### config.mk
export PLATFORM = sky130hd
export DESIGN_NAME = debug_host_flat
export DESIGN_NICKNAME = d
export VERILOG_FILES = /design/src/rtl/debug_host_pkg.sv /design/src/rtl/debug_host_if.sv /design/src/rtl/simple_fifo.sv /design/src/rtl/debug_host.sv /design/src/flat_wrapper.sv
export SDC_FILE = /design/constraint.sdc
export NUM_CORES = 1
export LEC_CHECK = 0
export BUFFER_PORTS_ARGS = -buffer_cell sky130_fd_sc_hd__buf_2
export CORE_MARGIN = 3
export CORE_UTILIZATION = 63
export CTS_CLUSTER_DIAMETER = 100
export DETAILED_ROUTE_END_ITERATION = 10
export GPL_TIMING_DRIVEN = 0
export HOLD_SLACK_MARGIN = 0.08
export PLACE_DENSITY = 0.91
export SLEW_MARGIN = 40
export SYNTH_ARGS = -nofsm -noshare
export SYNTH_HDL_FRONTEND = slang
export SYNTH_SLANG_ARGS = --single-unit
### constraint.sdc
create_clock -name clk -period 7.79 [get_ports clk]
set_clock_uncertainty 0.05 [all_clocks]
set_input_delay 1.1685 -clock clk [delete_from_list [all_inputs] [get_ports clk]]
set_output_delay 1.1685 -clock clk [all_outputs]
set_load 0.005 [all_outputs]
### src/rtl/debug_host_pkg.sv
// debug_host_pkg: constants and types shared by the debug host block.
//   - Command bytes used in byte 0 of a frame, and the write-ack byte.
//   - Header length and FSM state encoding.
//   - hdr_byte(): selects one byte of the 6-byte frame header.
package debug_host_pkg;

  localparam logic [7:0] CmdWrite = 8'h01;
  localparam logic [7:0] CmdRead  = 8'h02;
  localparam logic [7:0] CmdWrAck = 8'h03;
  localparam logic [7:0] AckByte  = 8'haa;

  localparam int unsigned HdrLen = 6;

  typedef enum logic [2:0] {
    StIdle,
    StHdr,
    StWdata,
    StWack,
    StRdata,
    StRpush,
    StDone
  } state_e;

  // Header layout: command, length, then the address little-endian.
  function automatic logic [7:0] hdr_byte(input logic [7:0]  cmd,
                                          input logic [7:0]  len,
                                          input logic [31:0] addr,
                                          input logic [2:0]  idx);
    case (idx)
      3'd0:    return cmd;
      3'd1:    return len;
      3'd2:    return addr[7:0];
      3'd3:    return addr[15:8];
      3'd4:    return addr[23:16];
      3'd5:    return addr[31:24];
      default: return 8'h00;
    endcase
  endfunction

endpackage

### src/rtl/debug_host_if.sv
// debug_host_if: command, write-data, read-data, completion and UART byte-stream
// signals of the debug host.
//   master: the controller/UART side (drives commands, write words, RX bytes,
//           TX pops and read-data acceptance).
//   slave:  the debug host itself.
interface debug_host_if;

  logic        cmd_valid;
  logic        cmd_ready;
  logic        cmd_RnW;
  logic [7:0]  cmd_len;
  logic [31:0] cmd_address;

  logic [31:0] wr_data;
  logic        wr_data_valid;
  logic        wr_data_ready;

  logic [31:0] rd_data;
  logic        rd_data_valid;
  logic        rd_data_ready;

  logic        cmd_done;
  logic        cmd_err;

  logic [7:0]  tx_data;
  logic        tx_has_data;
  logic        tx_data_consume;

  logic [7:0]  rx_data;
  logic        rx_has_space;
  logic        rx_data_produce;

  modport master (
    output cmd_valid, cmd_RnW, cmd_len, cmd_address,
    output wr_data, wr_data_valid, rd_data_ready,
    output tx_data_consume, rx_data, rx_data_produce,
    input  cmd_ready, wr_data_ready, rd_data, rd_data_valid,
    input  cmd_done, cmd_err, tx_data, tx_has_data, rx_has_space
  );

  modport slave (
    input  cmd_valid, cmd_RnW, cmd_len, cmd_address,
    input  wr_data, wr_data_valid, rd_data_ready,
    input  tx_data_consume, rx_data, rx_data_produce,
    output cmd_ready, wr_data_ready, rd_data, rd_data_valid,
    output cmd_done, cmd_err, tx_data, tx_has_data, rx_has_space
  );

endinterface

### src/rtl/simple_fifo.sv
// simple_fifo: single-clock FIFO, 2**LOG2_DEPTH entries of DWIDTH bits.
//   clk, reset      clock, asynchronous active-high reset (flushes contents)
//   push, push_data write side; push ignored when has_space is low
//   pop, head       read side; head is the oldest entry, pop ignored when empty
//   has_data        FIFO non-empty
//   has_space       FIFO can accept a push (registered, low during reset)
module simple_fifo #(
  parameter int unsigned DWIDTH     = 8,
  parameter int unsigned LOG2_DEPTH = 3
) (
  input  logic              clk,
  input  logic              reset,
  input  logic              push,
  input  logic [DWIDTH-1:0] push_data,
  input  logic              pop,
  output logic [DWIDTH-1:0] head,
  output logic              has_data,
  output logic              has_space
);

  localparam int unsigned Depth = 1 << LOG2_DEPTH;
  localparam int unsigned CntW  = LOG2_DEPTH + 1;

  logic [DWIDTH-1:0]     mem_q [Depth];
  logic [LOG2_DEPTH-1:0] wr_ptr_q, rd_ptr_q;
  logic [CntW-1:0]       count_q, count_d;
  logic                  space_q;
  logic                  do_push, do_pop;

  assign do_push = push && space_q;
  assign do_pop  = pop && (count_q != '0);

  always_comb begin
    count_d = count_q;
    if (do_push && !do_pop) begin
      count_d = count_q + CntW'(1);
    end else if (!do_push && do_pop) begin
      count_d = count_q - CntW'(1);
    end
  end

  always_ff @(posedge clk or posedge reset) begin
    if (reset) begin
      wr_ptr_q <= '0;
      rd_ptr_q <= '0;
      count_q  <= '0;
      space_q  <= 1'b0;
    end else begin
      count_q <= count_d;
      // Registered full flag keeps has_space low while in reset.
      space_q <= (count_d != CntW'(Depth));
      if (do_push) wr_ptr_q <= wr_ptr_q + LOG2_DEPTH'(1);
      if (do_pop)  rd_ptr_q <= rd_ptr_q + LOG2_DEPTH'(1);
    end
  end

  always_ff @(posedge clk) begin
    if (do_push) mem_q[wr_ptr_q] <= push_data;
  end

  assign head      = mem_q[rd_ptr_q];
  assign has_data  = (count_q != '0);
  assign has_space = space_q;

endmodule

### src/rtl/debug_host.sv
// debug_host: host-side master of the UART debug byte protocol.
// Turns word-granular read/write commands into frames on a TX byte stream and
// reassembles read responses from an RX byte stream into 32-bit words.
//   clk, reset  clock, asynchronous active-high reset (abandons any frame)
//   bus         debug_host_if.slave: command, write/read words, completion,
//               TX FIFO head/pop and RX FIFO push/space
// Build option: DEBUG_HOST_WR_ACK_EN makes writes use command 0x03 and wait for
// the 0xaa ack byte before signalling completion.
module debug_host
  import debug_host_pkg::*;
#(
  parameter int unsigned TX_FIFO_LOG2 = 3,
  parameter int unsigned RX_FIFO_LOG2 = 3
) (
  input logic         clk,
  input logic         reset,
  debug_host_if.slave bus
);

`ifdef DEBUG_HOST_WR_ACK_EN
  localparam logic       WrAckEn = 1'b1;
  localparam logic [7:0] WrCmd   = CmdWrAck;
`else
  localparam logic       WrAckEn = 1'b0;
  localparam logic [7:0] WrCmd   = CmdWrite;
`endif

  state_e      state_q;
  logic        cmd_ready_q;
  logic        rnw_q;
  logic [7:0]  len_q;
  logic [31:0] addr_q;
  logic [7:0]  cnt_q;
  logic [2:0]  hdr_idx_q;
  logic [1:0]  byte_idx_q;
  logic [23:0] shift_q;
  logic [31:0] rd_word_q;
  logic        err_q;

  logic        tx_push, tx_space, tx_avail;
  logic [7:0]  tx_byte, tx_head;
  logic        rx_pop, rx_avail, rx_space;
  logic [7:0]  rx_head;
  logic        wr_take;

  simple_fifo #(
    .DWIDTH    (8),
    .LOG2_DEPTH(TX_FIFO_LOG2)
  ) u_tx_fifo (
    .clk      (clk),
    .reset    (reset),
    .push     (tx_push),
    .push_data(tx_byte),
    .pop      (bus.tx_data_consume),
    .head     (tx_head),
    .has_data (tx_avail),
    .has_space(tx_space)
  );

  simple_fifo #(
    .DWIDTH    (8),
    .LOG2_DEPTH(RX_FIFO_LOG2)
  ) u_rx_fifo (
    .clk      (clk),
    .reset    (reset),
    .push     (bus.rx_data_produce),
    .push_data(bus.rx_data),
    .pop      (rx_pop),
    .head     (rx_head),
    .has_data (rx_avail),
    .has_space(rx_space)
  );

  // Byte 0 of a write word goes straight from wr_data in the handshake cycle;
  // bytes 1..3 come from the shift register.
  always_comb begin
    tx_push = 1'b0;
    tx_byte = 8'h00;
    rx_pop  = 1'b0;
    wr_take = 1'b0;
    unique case (state_q)
      StIdle: rx_pop = rx_avail;  // stray bytes are discarded
      StHdr: begin
        tx_push = tx_space;
        tx_byte = hdr_byte(rnw_q ? CmdRead : WrCmd, len_q, addr_q, hdr_idx_q);
      end
      StWdata: begin
        if (byte_idx_q == 2'd0) begin
          wr_take = tx_space;
          tx_push = tx_space && bus.wr_data_valid;
          tx_byte = bus.wr_data[7:0];
        end else begin
          tx_push = tx_space;
          tx_byte = shift_q[7:0];
        end
      end
      StWack, StRdata: rx_pop = rx_avail;
      default: ;
    endcase
  end

  always_ff @(posedge clk or posedge reset) begin
    if (reset) begin
      state_q     <= StIdle;
      cmd_ready_q <= 1'b0;
      rnw_q       <= 1'b0;
      len_q       <= 8'h00;
      addr_q      <= 32'h0;
      cnt_q       <= 8'h00;
      hdr_idx_q   <= 3'd0;
      byte_idx_q  <= 2'd0;
      shift_q     <= 24'h0;
      rd_word_q   <= 32'h0;
      err_q       <= 1'b0;
    end else begin
      unique case (state_q)
        StIdle: begin
          if (bus.cmd_valid && cmd_ready_q) begin
            cmd_ready_q <= 1'b0;
            rnw_q       <= bus.cmd_RnW;
            len_q       <= bus.cmd_len;
            addr_q      <= bus.cmd_address & 32'hffff_fffc;
            cnt_q       <= bus.cmd_len;
            hdr_idx_q   <= 3'd0;
            byte_idx_q  <= 2'd0;
            if (bus.cmd_len == 8'd0) begin
              err_q   <= 1'b1;
              state_q <= StDone;
            end else begin
              err_q   <= 1'b0;
              state_q <= StHdr;
            end
          end else begin
            cmd_ready_q <= 1'b1;
          end
        end
        StHdr: begin
          if (tx_push) begin
            hdr_idx_q <= hdr_idx_q + 3'd1;
            if (hdr_idx_q == 3'(HdrLen - 1)) state_q <= rnw_q ? StRdata : StWdata;
          end
        end
        StWdata: begin
          if (tx_push) begin
            byte_idx_q <= byte_idx_q + 2'd1;
            if (byte_idx_q == 2'd0) shift_q <= bus.wr_data[31:8];
            else                    shift_q <= {8'h00, shift_q[23:8]};
            if (byte_idx_q == 2'd3) begin
              cnt_q <= cnt_q - 8'd1;
              if (cnt_q == 8'd1) state_q <= WrAckEn ? StWack : StDone;
            end
          end
        end
        StWack: begin
          if (rx_avail) begin
            err_q   <= (rx_head != AckByte);
            state_q <= StDone;
          end
        end
        StRdata: begin
          if (rx_avail) begin
            // First byte ends up in [7:0] after four shifts.
            rd_word_q  <= {rx_head, rd_word_q[31:8]};
            byte_idx_q <= byte_idx_q + 2'd1;
            if (byte_idx_q == 2'd3) state_q <= StRpush;
          end
        end
        StRpush: begin
          if (bus.rd_data_ready) begin
            cnt_q   <= cnt_q - 8'd1;
            state_q <= (cnt_q == 8'd1) ? StDone : StRdata;
          end
        end
        StDone: begin
          cmd_ready_q <= 1'b1;
          state_q     <= StIdle;
        end
        default: state_q <= StIdle;
      endcase
    end
  end

  assign bus.cmd_ready     = cmd_ready_q;
  assign bus.wr_data_ready = wr_take;
  assign bus.rd_data       = rd_word_q;
  assign bus.rd_data_valid = (state_q == StRpush);
  assign bus.cmd_done      = (state_q == StDone);
  assign bus.cmd_err       = (state_q == StDone) && err_q;
  assign bus.tx_data       = tx_head;
  assign bus.tx_has_data   = tx_avail;
  assign bus.rx_has_space  = rx_space;

endmodule
### src/flat_wrapper.sv
// flat-port wrapper written by rule: the top's interface ports become plain ports
module debug_host_flat import debug_host_pkg::*;
#(
  parameter int unsigned TX_FIFO_LOG2 = 3,
  parameter int unsigned RX_FIFO_LOG2 = 3
)
  (clk, reset, bus_cmd_valid, bus_cmd_RnW, bus_cmd_len, bus_cmd_address, bus_wr_data, bus_wr_data_valid, bus_rd_data_ready, bus_tx_data_consume, bus_rx_data, bus_rx_data_produce, bus_cmd_ready, bus_wr_data_ready, bus_rd_data, bus_rd_data_valid, bus_cmd_done, bus_cmd_err, bus_tx_data, bus_tx_has_data, bus_rx_has_space);
  debug_host_if bus_i ();
  input logic clk;
  input logic reset;
  input wire logic [$bits(bus_i.cmd_valid)-1:0] bus_cmd_valid;
  input wire logic [$bits(bus_i.cmd_RnW)-1:0] bus_cmd_RnW;
  input wire logic [$bits(bus_i.cmd_len)-1:0] bus_cmd_len;
  input wire logic [$bits(bus_i.cmd_address)-1:0] bus_cmd_address;
  input wire logic [$bits(bus_i.wr_data)-1:0] bus_wr_data;
  input wire logic [$bits(bus_i.wr_data_valid)-1:0] bus_wr_data_valid;
  input wire logic [$bits(bus_i.rd_data_ready)-1:0] bus_rd_data_ready;
  input wire logic [$bits(bus_i.tx_data_consume)-1:0] bus_tx_data_consume;
  input wire logic [$bits(bus_i.rx_data)-1:0] bus_rx_data;
  input wire logic [$bits(bus_i.rx_data_produce)-1:0] bus_rx_data_produce;
  output wire logic [$bits(bus_i.cmd_ready)-1:0] bus_cmd_ready;
  output wire logic [$bits(bus_i.wr_data_ready)-1:0] bus_wr_data_ready;
  output wire logic [$bits(bus_i.rd_data)-1:0] bus_rd_data;
  output wire logic [$bits(bus_i.rd_data_valid)-1:0] bus_rd_data_valid;
  output wire logic [$bits(bus_i.cmd_done)-1:0] bus_cmd_done;
  output wire logic [$bits(bus_i.cmd_err)-1:0] bus_cmd_err;
  output wire logic [$bits(bus_i.tx_data)-1:0] bus_tx_data;
  output wire logic [$bits(bus_i.tx_has_data)-1:0] bus_tx_has_data;
  output wire logic [$bits(bus_i.rx_has_space)-1:0] bus_rx_has_space;
  assign bus_i.cmd_valid = bus_cmd_valid;
  assign bus_i.cmd_RnW = bus_cmd_RnW;
  assign bus_i.cmd_len = bus_cmd_len;
  assign bus_i.cmd_address = bus_cmd_address;
  assign bus_i.wr_data = bus_wr_data;
  assign bus_i.wr_data_valid = bus_wr_data_valid;
  assign bus_i.rd_data_ready = bus_rd_data_ready;
  assign bus_i.tx_data_consume = bus_tx_data_consume;
  assign bus_i.rx_data = bus_rx_data;
  assign bus_i.rx_data_produce = bus_rx_data_produce;
  assign bus_cmd_ready = bus_i.cmd_ready;
  assign bus_wr_data_ready = bus_i.wr_data_ready;
  assign bus_rd_data = bus_i.rd_data;
  assign bus_rd_data_valid = bus_i.rd_data_valid;
  assign bus_cmd_done = bus_i.cmd_done;
  assign bus_cmd_err = bus_i.cmd_err;
  assign bus_tx_data = bus_i.tx_data;
  assign bus_tx_has_data = bus_i.tx_has_data;
  assign bus_rx_has_space = bus_i.rx_has_space;
  debug_host #(.TX_FIFO_LOG2(TX_FIFO_LOG2), .RX_FIFO_LOG2(RX_FIFO_LOG2)) u_core (.clk(clk), .reset(reset), .bus(bus_i));
endmodule
==> results.cfg <==
[clock_tree]
cts_hold_buf = 0
numCtsBuffers = 26
cts.sinks = 263
clk_latency_ns = 0.52
post-cts-setup-buffers = 0
cts_resized = 0
cts_buffer_depth = 3
clkTransAtPathRegs_ns = 0.07
cts_tree = built
cts_root_buf = clkbuf_16
cts_htree_levels = 1

[placed_design]
placed_area_um2 = 12560
portBuffers = 132
dp_hpwl_mm = 17.81
placedCellCount = 1236
gp_congestion = 0.9240

[synthesis]
synthFlopType = dfrtp_1
synth_cell_type_count = 64
synth.area.top_cells = edfxtp_1 33%, dfrtp_1 29%, mux4_2 6.3%
synthArstFlopShare_pct = 51.33
synth.most_common_cell = nand2_1
avgSynthCellArea_um2 = 13.15
syn_nets = 980
synthDominantCellAreaShare_pct = 33.43
yosys_warnings = 0
syn_area_um2 = 11500
yosysSeqAreaShare_pct = 62.82
netlist_instances = 874
ys_ff_latch = 263
yosysTopAreaCell = edfxtp_1
yosys-top-cells-count = 187 x nand2_1, 135 x dfrtp_1, 128 x edfxtp_1, 46 x mux2_2, 33 x mux2i_1
synth-edff-count = 128

[route]
viasPerCell = 6.033
wl_per_cell_um = 20.18
vias = 7747
drt_iter0_markers = 650
finalWirelength_mm = 25.92
drt-pass1-iter-count = 5
drc = 0
drtAntennaViolNets = 0

[pwr]
p_leak_nw = 5.774
power.switching_mw = 2.003
internal_power_mw = 3.620
clkPwrFrac_pct = 22.3
vdd_ir_drop_max_uv = 281.4
switching_share_pct = 35.62
seq_power_share_pct = 39.6
combPwrFrac_pct = 38.1
cellPowerDensity_nw_per_um2 = 418.0

[timing]
rsz0062_at_grt = no
slew-limit-headroom_pct = 44.85
drv_slew = 0
fmax_mhz = 248.5
tns_ns = 0
max_slew.worst_pin.slew_ns = 0.8227
setup_viol = 0
hold_viol = 0
layout_min_cycle_time_ns = 4.024
finalCritPeriodShare_pct = 51.65

[floorplan]
initial_utilization_pct = 65.33
ios = 135
die-area_um2 = 19910
die_x_um = 141.1
rows = 48
fp.dieH_um = 141.1
core_area_um2 = 17600

[global_route]
grt_max_degree = 75
antenna_found_initial = 0
grt.total_usage_pct = 26.32
grt_pass1_vias = 7807
grt_remaining_overflow = 0
grt_pass1_wl_mm = 41.60

[critical_path]
start_kind = flop
cp-end-kind = primary output
worstSetupPathType = flop to primary output
required_ns = 6.57
cp_max_fo = 10
crit_arrival_ns = 2.81

[min_path]
min_path_type = flop to flop

[cells_and_area]
stdcell_count = 1284
nets = 1145
design_area_um2 = 13450
drive_gt1_share_pct = 28.23
area_growth_pct = 17.02
n_antenna_cell = 0

[run]
cap_violations = 0

[status]
status = complete, no violations
==> kinds of logic after synthesis <==
family / after synthesis / synth area share (%)
mux: 112 / 13.75
xor+xnor: 15 / 1.208
fa+ha+maj: 19 / 2.046
buf+inv: 66 / 2.438
simple gates: 276 / 10.67
compound gates: 123 / 7.075
flops: 263 / 62.82
==> state kept, by name, indices dropped and copies added (netlist names), 4 cells and up <==
signal,count
u_core.u_tx_fifo.count_q,4
u_core.u_rx_fifo.mem_q,64
u_core.u_rx_fifo.count_q,4
u_core.u_tx_fifo.mem_q,64
u_core.addr_q,30
u_core.cnt_q,8
u_core.shift_q,24
u_core.len_q,8
u_core.bus.rd_data,32
==> worst max-delay path, stage by stage, from the launching register on <==
cell,delay (ns)
dfrtp_1,0.35
clkbuf_1,0.48
buf_2,0.45
mux4_2,0.59
mux2_2,0.28
buf_2,0.12
==> per-stage QoR <==
stage	utilization, %	total power [mW]	setup WS, ns	hold WS [ns]
4_1_cts	76.32	5.621	3.696	0.4282
2_1_floorplan	-	3.674	2.960	0.3901
3_3_place_gp	70.68	4.184	1.453	0.4011
5_1_grt	76.45	5.961	3.533	0.4442
6_report	76.45	5.623	3.766	0.4289
3_5_place_dp	71.38	4.344	4.226	0.4123
==> area by class of cell <==
class	instances	area, um^2
Sequential cell	263	7222
Inverter	16	67.56
Fill cell	1055	4144
Multi-Input combinational cell	545	4083
Buffer	50	220.2
Clock inverter	12	118.9
Tap cell	225	281.5
Timing Repair Buffer	137	710.7
Clock buffer	36	749.5
==> layer usage <==
metal  vias to the layer above  wire length (um)  track usage, %
met1                      3849             10780           37.58
met3                        63              1572           3.290
li1                       3514                 -               -
met2                       321             12750           42.41
met4                         0               815           9.485
met5                         -                 0               0
==> power by group through the flow <==
stage	registers, mW	logic (mW)	clock network (mW)
3_3_place_gp	2.20	1.98	0
6_report	2.23	2.14	1.25
5_1_grt	2.27	2.36	1.33
2_1_floorplan	2.16	1.52	0
4_1_cts	2.22	2.13	1.27
3_5_place_dp	2.23	2.11	0
==> path summary, 6_finish.rpt <==
path | start | endpoint | depth (start not counted) | slack (ns)
worst max-delay path | u_core.u_tx_fifo.rd_ptr_q[0] | bus_tx_data[0] | 5 | 3.77
worst min-delay path | u_core.len_q[1] | u_core.len_q[1] | 2 | 0.43
worst max register to register | u_core.hdr_idx_q[2] | u_core.u_tx_fifo.mem_q[5][6] | 8 | 4.82
worst min register to register | u_core.len_q[1] | u_core.len_q[1] | 2 | 0.43
max in group asynchronous | reset | u_core.u_rx_fifo.count_q[2] | 3 | 6.35
min in group asynchronous | reset | u_core.u_tx_fifo.rd_ptr_q[0] | 2 | 0.62
==> layout by cell type (no fill, tap or decap), types with 9 or more instances in the layout <==
| cell | netlist | routed |
|---|---|---|
| mux2_2 | 46 | 46 |
| o21ai_1 | 18 | 18 |
| nand2b_1 | 9 | 9 |
| clkbuf_1 | 27 | 32 |
| mux4_2 | 32 | 32 |
| inv_1 | 16 | 15 |
| dfrtp_1 | 135 | 135 |
| mux2i_1 | 33 | 33 |
| xnor2_1 | 12 | 12 |
| a21oi_1 | 16 | 16 |
| nand2_1 | 187 | 187 |
| nor2_1 | 24 | 22 |
| edfxtp_1 | 128 | 128 |
| o21ai_0 | 29 | 29 |
| o22ai_1 | 11 | 11 |
| clkbuf_16 | 0 | 27 |
| ha_1 | 18 | 18 |
| buf_2 | 13 | 148 |
Note: power is estimated with default switching activity, not from simulation.
